==> config.mk <==
export PLATFORM = sky130hd
export DESIGN_NAME = fetch_unit
export DESIGN_NICKNAME = d
export VERILOG_FILES = /design/src/rtl/core_pkg.sv /design/src/rtl/fetch_buf.sv /design/src/rtl/fetch_unit.sv
export SDC_FILE = /design/constraint.sdc
export NUM_CORES = 1
export LEC_CHECK = 0
export ABC_AREA = 1
export BUFFER_PORTS_ARGS = -buffer_cell sky130_fd_sc_hd__buf_2
export CORE_ASPECT_RATIO = 1.25
export CORE_MARGIN = 8
export CORE_UTILIZATION = 60
export DETAILED_ROUTE_END_ITERATION = 16
export GPL_TIMING_DRIVEN = 0
export HOLD_SLACK_MARGIN = 0.12
export PLACE_DENSITY_LB_ADDON = 0.25
export SYNTH_ARGS = -nofsm -noshare
export SYNTH_HDL_FRONTEND = slang
export SYNTH_HIERARCHICAL = 1
export SYNTH_SLANG_ARGS = --single-unit
==> constraint.sdc <==
create_clock -name clk -period 7.76 [get_ports clk]
set_clock_uncertainty 0.15 [all_clocks]
set_input_delay 0.388 -clock clk [delete_from_list [all_inputs] [get_ports clk]]
set_output_delay 0.388 -clock clk [all_outputs]
set_load 0.005 [all_outputs]
==> src/rtl/core_pkg.sv <==
// Shared core definitions: datapath widths, fetch reset vector and the ALU
// function codes that execute flags as branches.
package core_pkg;

    localparam int ADDR_W = 16;
    localparam int INST_W = 16;

    localparam logic [ADDR_W-1:0] RESET_PC = 16'h0000;

    localparam logic [3:0] BEQ = 4'b0111;
    localparam logic [3:0] BNE = 4'b1000;
    localparam logic [3:0] BLT = 4'b1001;
    localparam logic [3:0] BGT = 4'b1010;

    // Decode/execute use this to raise branch_valid towards fetch.
    function automatic logic is_branch_func(input logic [3:0] func);
        logic hit;
        case (func)
            BEQ, BNE, BLT, BGT: hit = 1'b1;
            default:            hit = 1'b0;
        endcase
        return hit;
    endfunction

endpackage

==> src/rtl/fetch_buf.sv <==
// Fetch buffer: small synchronous FIFO of {pc, instruction} pairs with a
// single-cycle flush used on branch redirect.
module fetch_buf
    import core_pkg::*;
#(
    parameter int  DEPTH = 2,
    parameter int  AW    = ADDR_W,
    localparam int CNT_W = $clog2(DEPTH + 1),
    localparam int PTR_W = (DEPTH > 1) ? $clog2(DEPTH) : 1
) (
    input  logic              clk,
    input  logic              rst_n,
    input  logic              push_i,
    input  logic [AW-1:0]     push_pc_i,
    input  logic [INST_W-1:0] push_inst_i,
    input  logic              pop_i,
    input  logic              flush_i,
    output logic [AW-1:0]     head_pc_o,
    output logic [INST_W-1:0] head_inst_o,
    output logic [CNT_W-1:0]  count_o
);

    localparam logic [CNT_W-1:0] DEPTH_C  = CNT_W'(DEPTH);
    localparam logic [PTR_W-1:0] LAST_PTR = PTR_W'(DEPTH - 1);

    logic [AW-1:0]     pc_mem_q   [DEPTH];
    logic [INST_W-1:0] inst_mem_q [DEPTH];
    logic [PTR_W-1:0]  rd_ptr_q, rd_ptr_d;
    logic [PTR_W-1:0]  wr_ptr_q, wr_ptr_d;
    logic [CNT_W-1:0]  count_q, count_d;
    logic              push_ok_s, pop_ok_s;

    function automatic logic [PTR_W-1:0] ptr_inc(input logic [PTR_W-1:0] p);
        logic [PTR_W-1:0] n;
        if (p == LAST_PTR) begin
            n = '0;
        end else begin
            n = p + PTR_W'(1);
        end
        return n;
    endfunction

    // Pointer/count next state; flush overrides any push or pop in the same cycle.
    always_comb begin
        push_ok_s = push_i & ~flush_i & (count_q != DEPTH_C);
        pop_ok_s  = pop_i & ~flush_i & (count_q != '0);
        rd_ptr_d  = rd_ptr_q;
        wr_ptr_d  = wr_ptr_q;
        count_d   = count_q;
        if (flush_i) begin
            rd_ptr_d = '0;
            wr_ptr_d = '0;
            count_d  = '0;
        end else begin
            if (push_ok_s) begin
                wr_ptr_d = ptr_inc(wr_ptr_q);
            end else begin
                wr_ptr_d = wr_ptr_q;
            end
            if (pop_ok_s) begin
                rd_ptr_d = ptr_inc(rd_ptr_q);
            end else begin
                rd_ptr_d = rd_ptr_q;
            end
            case ({push_ok_s, pop_ok_s})
                2'b10:   count_d = count_q + CNT_W'(1);
                2'b01:   count_d = count_q - CNT_W'(1);
                default: count_d = count_q;
            endcase
        end
    end

    // Control state register.
    always_ff @(posedge clk) begin
        if (!rst_n) begin
            rd_ptr_q <= '0;
            wr_ptr_q <= '0;
            count_q  <= '0;
        end else begin
            rd_ptr_q <= rd_ptr_d;
            wr_ptr_q <= wr_ptr_d;
            count_q  <= count_d;
        end
    end

    // Entry storage; contents are only meaningful below count, so no reset.
    always_ff @(posedge clk) begin
        if (push_ok_s) begin
            pc_mem_q[wr_ptr_q]   <= push_pc_i;
            inst_mem_q[wr_ptr_q] <= push_inst_i;
        end
    end

    assign head_pc_o   = pc_mem_q[rd_ptr_q];
    assign head_inst_o = inst_mem_q[rd_ptr_q];
    assign count_o     = count_q;

endmodule

==> src/rtl/fetch_unit.sv <==
// Instruction fetch stage: PC, instruction-memory requests, in-order response
// tagging, fetch buffer towards decode, and branch redirect with stale-response drop.
module fetch_unit #(
    parameter int                ADDR_W   = core_pkg::ADDR_W,
    parameter int                DEPTH    = 2,
    parameter logic [ADDR_W-1:0] RESET_PC = core_pkg::RESET_PC
) (
    input  logic              clk,
    input  logic              rst_n,
    output logic              imem_req_valid,
    input  logic              imem_req_ready,
    output logic [ADDR_W-1:0] imem_addr,
    input  logic              imem_rsp_valid,
    input  logic [15:0]       imem_rsp_data,
    output logic              inst_valid,
    input  logic              inst_ready,
    output logic [15:0]       inst_data,
    output logic [ADDR_W-1:0] inst_pc,
    input  logic              branch_valid,
    input  logic              do_branch,
    input  logic [ADDR_W-1:0] branch_target
);

    localparam int CNT_W = $clog2(DEPTH + 1);
    localparam int SUM_W = CNT_W + 1;
    localparam int PTR_W = (DEPTH > 1) ? $clog2(DEPTH) : 1;

    localparam logic [SUM_W-1:0] DEPTH_S  = SUM_W'(DEPTH);
    localparam logic [PTR_W-1:0] LAST_PTR = PTR_W'(DEPTH - 1);

    logic [ADDR_W-1:0] pc_q, pc_d;
    logic [CNT_W-1:0]  o_q, o_d;
    logic [CNT_W-1:0]  d_q, d_d;
    logic [ADDR_W-1:0] tag_mem_q [DEPTH];
    logic [PTR_W-1:0]  tag_rd_q, tag_rd_d;
    logic [PTR_W-1:0]  tag_wr_q, tag_wr_d;

    logic              redirect_s;
    logic [SUM_W-1:0]  occ_s;
    logic              req_valid_s;
    logic              accept_s;
    logic              rsp_push_s;
    logic              pop_s;
    logic              inst_valid_s;
    logic [CNT_W-1:0]  buf_count_s;
    logic [ADDR_W-1:0] buf_pc_s;
    logic [15:0]       buf_inst_s;

    function automatic logic [PTR_W-1:0] ptr_inc(input logic [PTR_W-1:0] p);
        logic [PTR_W-1:0] n;
        if (p == LAST_PTR) begin
            n = '0;
        end else begin
            n = p + PTR_W'(1);
        end
        return n;
    endfunction

    // Handshake decode; occupancy counts both in-flight and buffered work.
    always_comb begin
        redirect_s   = branch_valid & do_branch;
        occ_s        = SUM_W'(o_q) + SUM_W'(buf_count_s);
        req_valid_s  = rst_n & ~redirect_s & (occ_s < DEPTH_S);
        accept_s     = req_valid_s & imem_req_ready;
        rsp_push_s   = imem_rsp_valid & ~redirect_s & (d_q == '0);
        inst_valid_s = rst_n & ~redirect_s & (buf_count_s != '0);
        pop_s        = inst_valid_s & inst_ready;
    end

    // PC, outstanding and discard counters, tag queue pointers.
    always_comb begin
        pc_d     = pc_q;
        o_d      = o_q;
        d_d      = d_q;
        tag_rd_d = tag_rd_q;
        tag_wr_d = tag_wr_q;

        if (redirect_s) begin
            pc_d = branch_target;
        end else if (accept_s) begin
            pc_d = pc_q + ADDR_W'(1);
        end else begin
            pc_d = pc_q;
        end

        // A response with nothing outstanding belongs to pre-reset traffic.
        case ({accept_s, imem_rsp_valid})
            2'b10:   o_d = o_q + CNT_W'(1);
            2'b01:   o_d = (o_q != '0) ? (o_q - CNT_W'(1)) : o_q;
            default: o_d = o_q;
        endcase

        // Every request still in flight at redirect time is wrong-path.
        if (redirect_s) begin
            d_d = (imem_rsp_valid && (o_q != '0)) ? (o_q - CNT_W'(1)) : o_q;
        end else if (imem_rsp_valid && (d_q != '0)) begin
            d_d = d_q - CNT_W'(1);
        end else begin
            d_d = d_q;
        end

        if (redirect_s) begin
            tag_rd_d = '0;
            tag_wr_d = '0;
        end else begin
            tag_wr_d = accept_s ? ptr_inc(tag_wr_q) : tag_wr_q;
            tag_rd_d = rsp_push_s ? ptr_inc(tag_rd_q) : tag_rd_q;
        end
    end

    // Fetch state registers.
    always_ff @(posedge clk) begin
        if (!rst_n) begin
            pc_q     <= RESET_PC;
            o_q      <= '0;
            d_q      <= '0;
            tag_rd_q <= '0;
            tag_wr_q <= '0;
        end else begin
            pc_q     <= pc_d;
            o_q      <= o_d;
            d_q      <= d_d;
            tag_rd_q <= tag_rd_d;
            tag_wr_q <= tag_wr_d;
        end
    end

    // Address of each accepted request, consumed in order by its response.
    always_ff @(posedge clk) begin
        if (accept_s) begin
            tag_mem_q[tag_wr_q] <= pc_q;
        end
    end

    fetch_buf #(
        .DEPTH (DEPTH),
        .AW    (ADDR_W)
    ) u_buf (
        .clk         (clk),
        .rst_n       (rst_n),
        .push_i      (rsp_push_s),
        .push_pc_i   (tag_mem_q[tag_rd_q]),
        .push_inst_i (imem_rsp_data),
        .pop_i       (pop_s),
        .flush_i     (redirect_s),
        .head_pc_o   (buf_pc_s),
        .head_inst_o (buf_inst_s),
        .count_o     (buf_count_s)
    );

    assign imem_req_valid = req_valid_s;
    assign imem_addr      = pc_q;
    assign inst_valid     = inst_valid_s;
    assign inst_data      = buf_inst_s;
    assign inst_pc        = buf_pc_s;

endmodule

Yosys cells after proc, flatten, opt, wreduce, memory -nomap -nowiden --
Memory sizes are Yosys's and may differ from the RTL's. A register that Yosys moved wholly into a read port is not among the register bits. Cells that the tools add are included.
Cells by class: equal/unequal tests 6, reduce and logical (&&, ||, !) cells 12, $add $sub $neg 11, $lt $le $gt $ge 1, mux-type cells 22, bitwise logic cells 14
Operators by type and width (count):
- $mux 16 | 2
- $add 16x1->16 const B | 1
- $mux 1 | 14
- $reduce_bool 2->1 | 7
- $and 1x1->1 | 12
- $mux 2 | 4
- $pmux 2 s2 | 2
- $sub 2x1->2 const B | 3
- $add 1x1->1 const B | 4
- $add 2x1->2 const B | 2
- $eq 2x1->1 const B | 2
- $eq 2x2->1 const B | 2
- $ne 2x2->1 const B | 2
- $add 2x2->3 | 1
- $lt 3x2->1 const B | 1
- $logic_and 1x1->1 | 2
- $logic_not 2->1 | 1
- $not 1->1 | 2
- $reduce_and 2->1 | 1
- $reduce_or 2->1 | 1
Word-level totals: output and inout port bits 50, memories 3, input bits 39, RAM bits 96, flip-flop bits (word level) 26
Memories:
- tag_mem_q | words 2, width 16, read ports 1, clocked after memory_dff 1, write ports 1, line fetch_unit.sv:34 | logic [ADDR_W-1:0] tag_mem_q [DEPTH];
- u_buf.inst_mem_q | words 2, width 16, read ports 1, clocked after memory_dff 1, write ports 1, line fetch_buf.sv:27 | logic [INST_W-1:0] inst_mem_q [DEPTH];
- u_buf.pc_mem_q | words 2, width 16, read ports 1, clocked after memory_dff 1, write ports 1, line fetch_buf.sv:26 | logic [AW-1:0] pc_mem_q [DEPTH];

Longest topological paths before layout --
Gate-level depths: netlist (run 1).
depth in word-level cells 9, depth in mapped cells 13, depth with buffers taken out 13

By module --
The synthesis (run 1) kept the hierarchy.
By module, submodules not included:
- fetch_buf | times used 1, cells an instance 139, seq. area each 2021.9 sq um, area an instance 2716.4 sq um
- fetch_unit | times used 1, cells an instance 294, seq. area each 1421.4 sq um, area an instance 2692.6 sq um

Least setup slack after synthesis (run 1) --
OpenSTA, ideal clock, no wires.
path kind input to register, start point input port branch_valid, end point memory u_buf.inst_mem_q[1][0], enable pin, slack 4.848 ns, data arrival time 2.339 ns, library setup time 0.422 ns, stages on the path 6, path through nand2_4 > inv_2 > buf_2 > nor2_1 > nand2_1 > nor2_1
On the way: cells in the longest elaborated chain, start to end 8
RTL lines:
- start: declaration | line fetch_unit.sv:19 | input logic branch_valid,
- $and 1x1->1 * | line fetch_unit.sv:61 | redirect_s = branch_valid & do_branch;
- via redirect_s | line fetch_unit.sv:38 | logic redirect_s;
- $not 1->1 * | line fetch_buf.sv:45, fetch_unit.sv:65
- $and 1x1->1 (2 in a row) | line fetch_unit.sv:65 | rsp_push_s = imem_rsp_valid & ~redirect_s & (d_q == '0);
- $and 1x1->1 * (2 in a row) | line fetch_buf.sv:45 | push_ok_s = push_i & ~flush_i & (count_q != DEPTH_C);
- $mux 1 * | line fetch_buf.sv:88 | if (push_ok_s) begin
- $mux 1 (not written as such) * | line fetch_buf.sv:90 | inst_mem_q[wr_ptr_q] <= push_inst_i;
- end: declaration | line fetch_buf.sv:27
The timed path passes the listed nets; every way through them passes the cells marked *.

Worst setup path in the final report (run 1) --
start point register u_buf.count_q[0] (netlist: u_buf/count_o[0]), end point memory tag_mem_q[1][8], enable pin
On the way: cells in the longest elaborated chain, start to end 6
RTL lines:
- start: declaration | line fetch_buf.sv:30 | logic [CNT_W-1:0] count_q, count_d;
- start signal: assignment | line fetch_buf.sv:82 | count_q <= count_d;
- $add 2x2->3 | line fetch_unit.sv:62 | occ_s = SUM_W'(o_q) + SUM_W'(buf_count_s);
- $lt 3x2->1 | line fetch_unit.sv:63 | req_valid_s = rst_n & ~redirect_s & (occ_s < DEPTH_S);
- $and 1x1->1 | line fetch_unit.sv:63
- $and 1x1->1 | line fetch_unit.sv:64 | accept_s = req_valid_s & imem_req_ready;
- $mux 1 | line fetch_unit.sv:130 | if (accept_s) begin
- $mux 1 (not written as such) | line fetch_unit.sv:131 | tag_mem_q[tag_wr_q] <= pc_q;
- end: declaration | line fetch_unit.sv:34
Every way passes these cells.

==> out/results.ini, run 1 <==
[cts]
clock_latency_ps=510
cts_resized=0
holdBufCountCts=32
cts-root-buf=clkbuf_8
clkTransAtPathRegs_ps=50
cts_setup_buffers=0
tritoncts=yes
cts_sinks=124
h-tree-depth=4
cts_buffers=17
clockBufferDepth=2

[setup_path]
reg2reg_to=tag_mem_q[1][8]
arrival_ps=2650
critPathLaunchType=register
path_class=reg2reg
r2r-start=u_buf/count_o[0]
r2r_setup_slack_ps=5100
crit_path_end=tag_mem_q[1][8]
slowest_stage=nor2_2
required_ps=7750
end_kind=register
ff2ff_path_depth=6
crit_cells=6
crit_path_start=u_buf/count_o[0]
crit_chain=nand2_1 -> inv_1 -> fa_1 -> nor2_1 -> nand3_4 -> nor2_2
crit_buf_inv=1
critPathMaxFanout=17
slowest_delay_ps=680
crit_family=simple AND/OR/NAND/NOR gates

[route]
firstDrtPassIters=4
num_vias=3736
first_iter_violations=176
wl_per_cell_um=16.1
wl_mm=11.4
drc=0
ant_nets=0
vias_per_cell=5.30

[placement]
place.gp.congestion=0.883
placed_cell_area_um2=6010
dpl.hpwl_mm=7.29
dp_slack_ps=4710
port_buffers=88

[logic_synthesis]
syn_area_um2=5410
synth.distinct_cells=33
synth-seq-cells=124
yosys_warnings=6
syn_nets=477
yosysSeqAreaShare_pct=63.7
avgSynthCellArea_um2=12.5
synth_cells=433

[finish]
fin_area_um2=6960
area_growth_pct=28.7
nFillCells=559
seq_area_um2=3440
fin_nets=616
layout_commonest_cell=edfxtp_1
multi_input_area_um2=1710
antenna_cells=0
drive_above_1_share_pct=32.1
layout_common_cells=edfxtp_1, buf_2, nand2_1, nor2_1, inv_1

[floorplanning]
rows=38
chipHeight_um=122
die_w_um=101
dieArea_um2=12300
core-area_um2=8750
io_pins=89
initial_core_util_pct=61.8

[power_and_ir_drop]
ir_worst_vdd_uv=182
p_per_area_nw_per_um2=259
p_leak_nw=2.83

[grt]
grt_pass1_wl_mm=18.3
antenna_found_initial=0
grt_usage_pct=19.5
grt_pass1_vias=3828
grt-ovfl-total=0
grt_start_max_net_pins=34

[run]
max_cap_violations=0

[hold_path]
hold_path.class=in2reg

[sta]
fin_crit_ps=2660
max-slew-margin-rel_pct=37.4
min_period_over_period_pct=34.3
hold_viol=0
fmax_mhz=375
rsz0062_at_grt=no
setup_violations=0
setup_tns_ps=0
tightest_slew_ps=936
finalWorstSetupSlack_ps=5100
slew_viol_final=0

[status]
outcome=complete, no violations

kinds of logic (layout without fill, tap and decap cells):
group	count (synthesis)	count (layout)	synth area share, %
flops	124	124	63.7
xor+xnor	11	11	1.78
compound gates	38	38	3.66
buf+inv	55	207	5.11
fa+ha+maj	5	5	1.30
mux	48	48	12.1
simple gates	152	152	12.4
power breakdown:
part / internal (mW) / leakage, nW / switching [mW]
clock network: 0.555 / 0.300 / 0.260
logic: 0.0930 / 1.41 / 0.100
registers: 0.767 / 1.11 / 0.0284
total: 1.42 / 2.83 / 0.389
sequential cells by signal (all words and copies together), names as in the netlist, named ones only:
signal / count
d_q: 2
imem_addr: 16
o_q: 2
tag_mem_q: 32
tag_rd_q: 1
tag_wr_q: 1
u_buf/count_o: 2
u_buf/inst_mem_q: 32
u_buf/pc_mem_q: 32
u_buf/rd_ptr_q: 1
u_buf/wr_ptr_q: 1
worst min-delay path by stage:
| stage | from | slack, ps | endpoint | cells past startpoint |
|---|---|---|---|---|
| after floorplan | tag_rd_q | 330 | register | 2 |
| after global placement | tag_rd_q | 350 | tag_rd_q | 2 |
| after detailed placement | tag_rd_q | 370 | tag_rd_q | 2 |
| after CTS | imem_rsp_valid | 120 | o_q[1] | 4 |
| after global routing | branch_target[12] | 150 | imem_addr[12] | 5 |
| final | imem_rsp_valid | 150 | o_q[1] | 4 |
routing by layer:
metal | global-route usage [%] | wire (um) | vias to the layer above
li1 | - | - | 1782
met1 | 20.1 | 4430 | 1793
met2 | 35.1 | 5980 | 144
met3 | 7.02 | 736 | 17
met4 | 7.94 | 225 | 0
met5 | 0 | 0 | -
Yosys cell counts, drive strengths merged:
cell type	number	area share [%]
a21oi	16	1.5
a22oi	1	0.14
a31oi	2	0.23
and2	1	0.12
buf	8	1.9
clkbuf	4	0.28
dfxtp	28	10
edfxtp	96	53
fa	1	0.37
ha	4	0.93
inv	43	3.0
mux2	48	12
nand2	63	4.6
nand3	21	2.2
nand3b	1	0.14
nand4	5	0.58
nor2	54	4.0
nor3	2	0.19
nor3b	1	0.14
o211ai	1	0.14
o21ai	18	1.7
or2	4	0.46
xnor2	3	0.49
xor2	8	1.3
final cells by class:
type,instances,area share (%)
well taps,120,2.16
multi-input cells,254,24.6
clock buffers,26,7.01
repair buffers,120,10.9
inverters,43,2.32
flip-flops and latches,124,49.5
clock inverters,6,1.91
plain buffers,12,1.65
worst reg2reg max path, cell delays in order, from the launching register on:
cell,delay (ps)
dfxtp_1,450
nand2_1,90
inv_1,70
fa_1,440
nor2_1,210
nand3_4,180
nor2_2,680
through the flow:
| stage | util (%) | instances | total power [mW] | hold slack, ps |
|---|---|---|---|---|
| final | 79.6 | 705 | 1.80 | 145 |
| after global routing | 79.6 | 705 | 1.87 | 148 |
| after CTS | 79.5 | 705 | 1.82 | 122 |
| after detailed placement | 68.8 | 641 | 0.986 | 369 |
| after global placement | 68.6 | 641 | 0.974 | 347 |
| after floorplan | - | 433 | 0.917 | 331 |
Note: power is estimated with default switching activity, not from simulation.
==> inputs of run 2 (changes only) <==
Settings changed: CORE_UTILIZATION 60 to 56.
Clock period 7.76 ns to 2.65 ns, I/O delays scaled along.
==> out/results.ini, run 2 (synthesized netlist as in run 1, its figures left out) <==
[status]
outcome=complete, no violations

[finish]
layout_common_cells=edfxtp_1, buf_2, nand2_1, nor2_1, dlygate4sd3_1
layout_commonest_cell=edfxtp_1
fin_nets=625
fin_area_um2=7040
antenna_cells=0
final_util_pct=74.0
drive_above_1_share_pct=32.7
reg.largest.list=tag_mem_q x32, u_buf/inst_mem_q x32, u_buf/pc_mem_q x32
area_growth_pct=30.1

[power_and_ir_drop]
p_per_area_nw_per_um2=727
p_leak_nw=2.86
p_sw_share_pct=22.3
internal_power_mw=3.97
ir_worst_vdd_uv=544
share_comb_of_total_power_pct=11.1
switchingPower_mw=1.14
power.share.clock_pct=43.4
p_seq_share_pct=45.5

[placement]
place.gp.congestion=0.897
port_buffers=88
dpl.hpwl_mm=7.18
placed_cell_area_um2=6020

[sta]
fmax_mhz=404
setup_violations=0
slew_viol_final=0
setup_tns_ps=0
max-slew-margin-rel_pct=38.5
rsz0062_at_grt=no
min_period_over_period_pct=93.5
tightest_slew_ps=920
hold_viol=0
fin_crit_ps=2480

[route]
wl_per_cell_um=14.5
ant_nets=0
wl_mm=10.4
first_iter_violations=123
drc=0
num_vias=3598
firstDrtPassIters=4
vias_per_cell=5.00

[cts]
cts_buffers=17
tritoncts=yes
cts_sinks=124
clock_latency_ps=400
h-tree-depth=4
clkTransAtPathRegs_ps=50
clockBufferDepth=2
cts_setup_buffers=0
cts-root-buf=clkbuf_16

[grt]
grt_start_max_net_pins=34
grt_usage_pct=16.2
grt_pass1_wl_mm=17.0
antenna_found_initial=0
grt_pass1_vias=3754
grt-ovfl-total=0

[hold_path]
hold_path.class=in2reg

[floorplanning]
dieArea_um2=13100
rows=40
chipHeight_um=126
die_w_um=104
io_pins=89
core-area_um2=9510
initial_core_util_pct=56.9

[setup_path]
crit_chain=dlygate4sd3_1 -> buf_2 -> nand2_4 -> inv_2 -> buf_2 -> nor2_1 -> nand2_1 -> nor2_4
end_kind=register
crit_top_cell=buf_2
critPathLaunchType=input pin
crit_family=simple AND/OR/NAND/NOR gates
required_ps=2520
arrival_ps=2350
path_class=in2reg
slowest_delay_ps=750
critPathMaxFanout=32
crit_buf_inv=4
slowest_stage=nor2_4

[run]
max_cap_violations=0

## run 2: cell types whose count changed in the layout (fill, tap and decap cells not counted)
cell           delta
clkbuf_1          -5
nor2_2            -2
clkbuf_16         +1
nor2_4            +2
dlygate4sd3_1     +9
clkinv_2          +5
dfxtp_2           +1
clkinvlp_4        +3
bufinv_16         -2
dfxtp_1           -1
clkbuf_8          -2
## run 2: worst paths after layout
kind,from,end,slack [ps],depth (start not counted)
setup / recovery,do_branch,u_buf/inst_mem_q[0][11],170,8
hold / removal,branch_valid,imem_addr[6],140,6
setup reg to reg,u_buf/count_o[0],imem_addr[0],210,8
hold reg to reg,tag_rd_q,register,370,2
## run 2: worst register-to-register path: stages, from the launching register on
cell	delay (ps)
dfxtp_2	390
nand2_1	70
inv_1	70
fa_1	430
nor2_1	200
nand3_4	200
xor2_1	190
a21oi_1	70
dlygate4sd3_1	560
## run 2: per-stage QoR
stage / hold slack [ps] / total power, mW / setup WS, ps / std cells
floorplan: 81.4 / 2.69 / 82.3 / 433
global placement: 171 / 2.86 / -334 / 647
detailed placement: 174 / 2.88 / -389 / 647
CTS: 121 / 5.15 / 1.32 / 720
global route: 183 / 5.30 / 28.6 / 720
finish: 137 / 5.11 / 173 / 720
## run 2: what timing repair did
action                                 in CTS  in global routing
endpoints found under the hold margin      59                  0
hold buffers                               41                  0
gates resized for setup                     2                  3
setup endpoints to repair                  33                 34
## run 2: area by class of cell
type	instances	area (um2)
clock buffers	20	467
inverters	43	161
plain buffers	12	115
clock inverters	12	120
fillers	646	2470
well taps	126	158
multi-input cells	254	1720
repair buffers	129	851
flip-flops and latches	124	3440
## run 2: layer usage
layer | vias to the layer above | GRT usage (%) | part of all wire (%)
met5 | - | 0 | 0
met4 | 0 | 6.32 | 1.6
met3 | 15 | 5.82 | 6.4
met2 | 120 | 29.7 | 53
met1 | 1669 | 16.2 | 39
li1 | 1794 | - | -
## run 2: power groups by stage
stage	registers [mW]	logic, mW	clock network, mW
2_1_floorplan	2.34	0.346	0
3_3_place_gp	2.36	0.501	0
3_5_place_dp	2.36	0.521	0
4_1_cts	2.32	0.572	2.26
5_1_grt	2.34	0.634	2.33
6_report	2.33	0.568	2.22
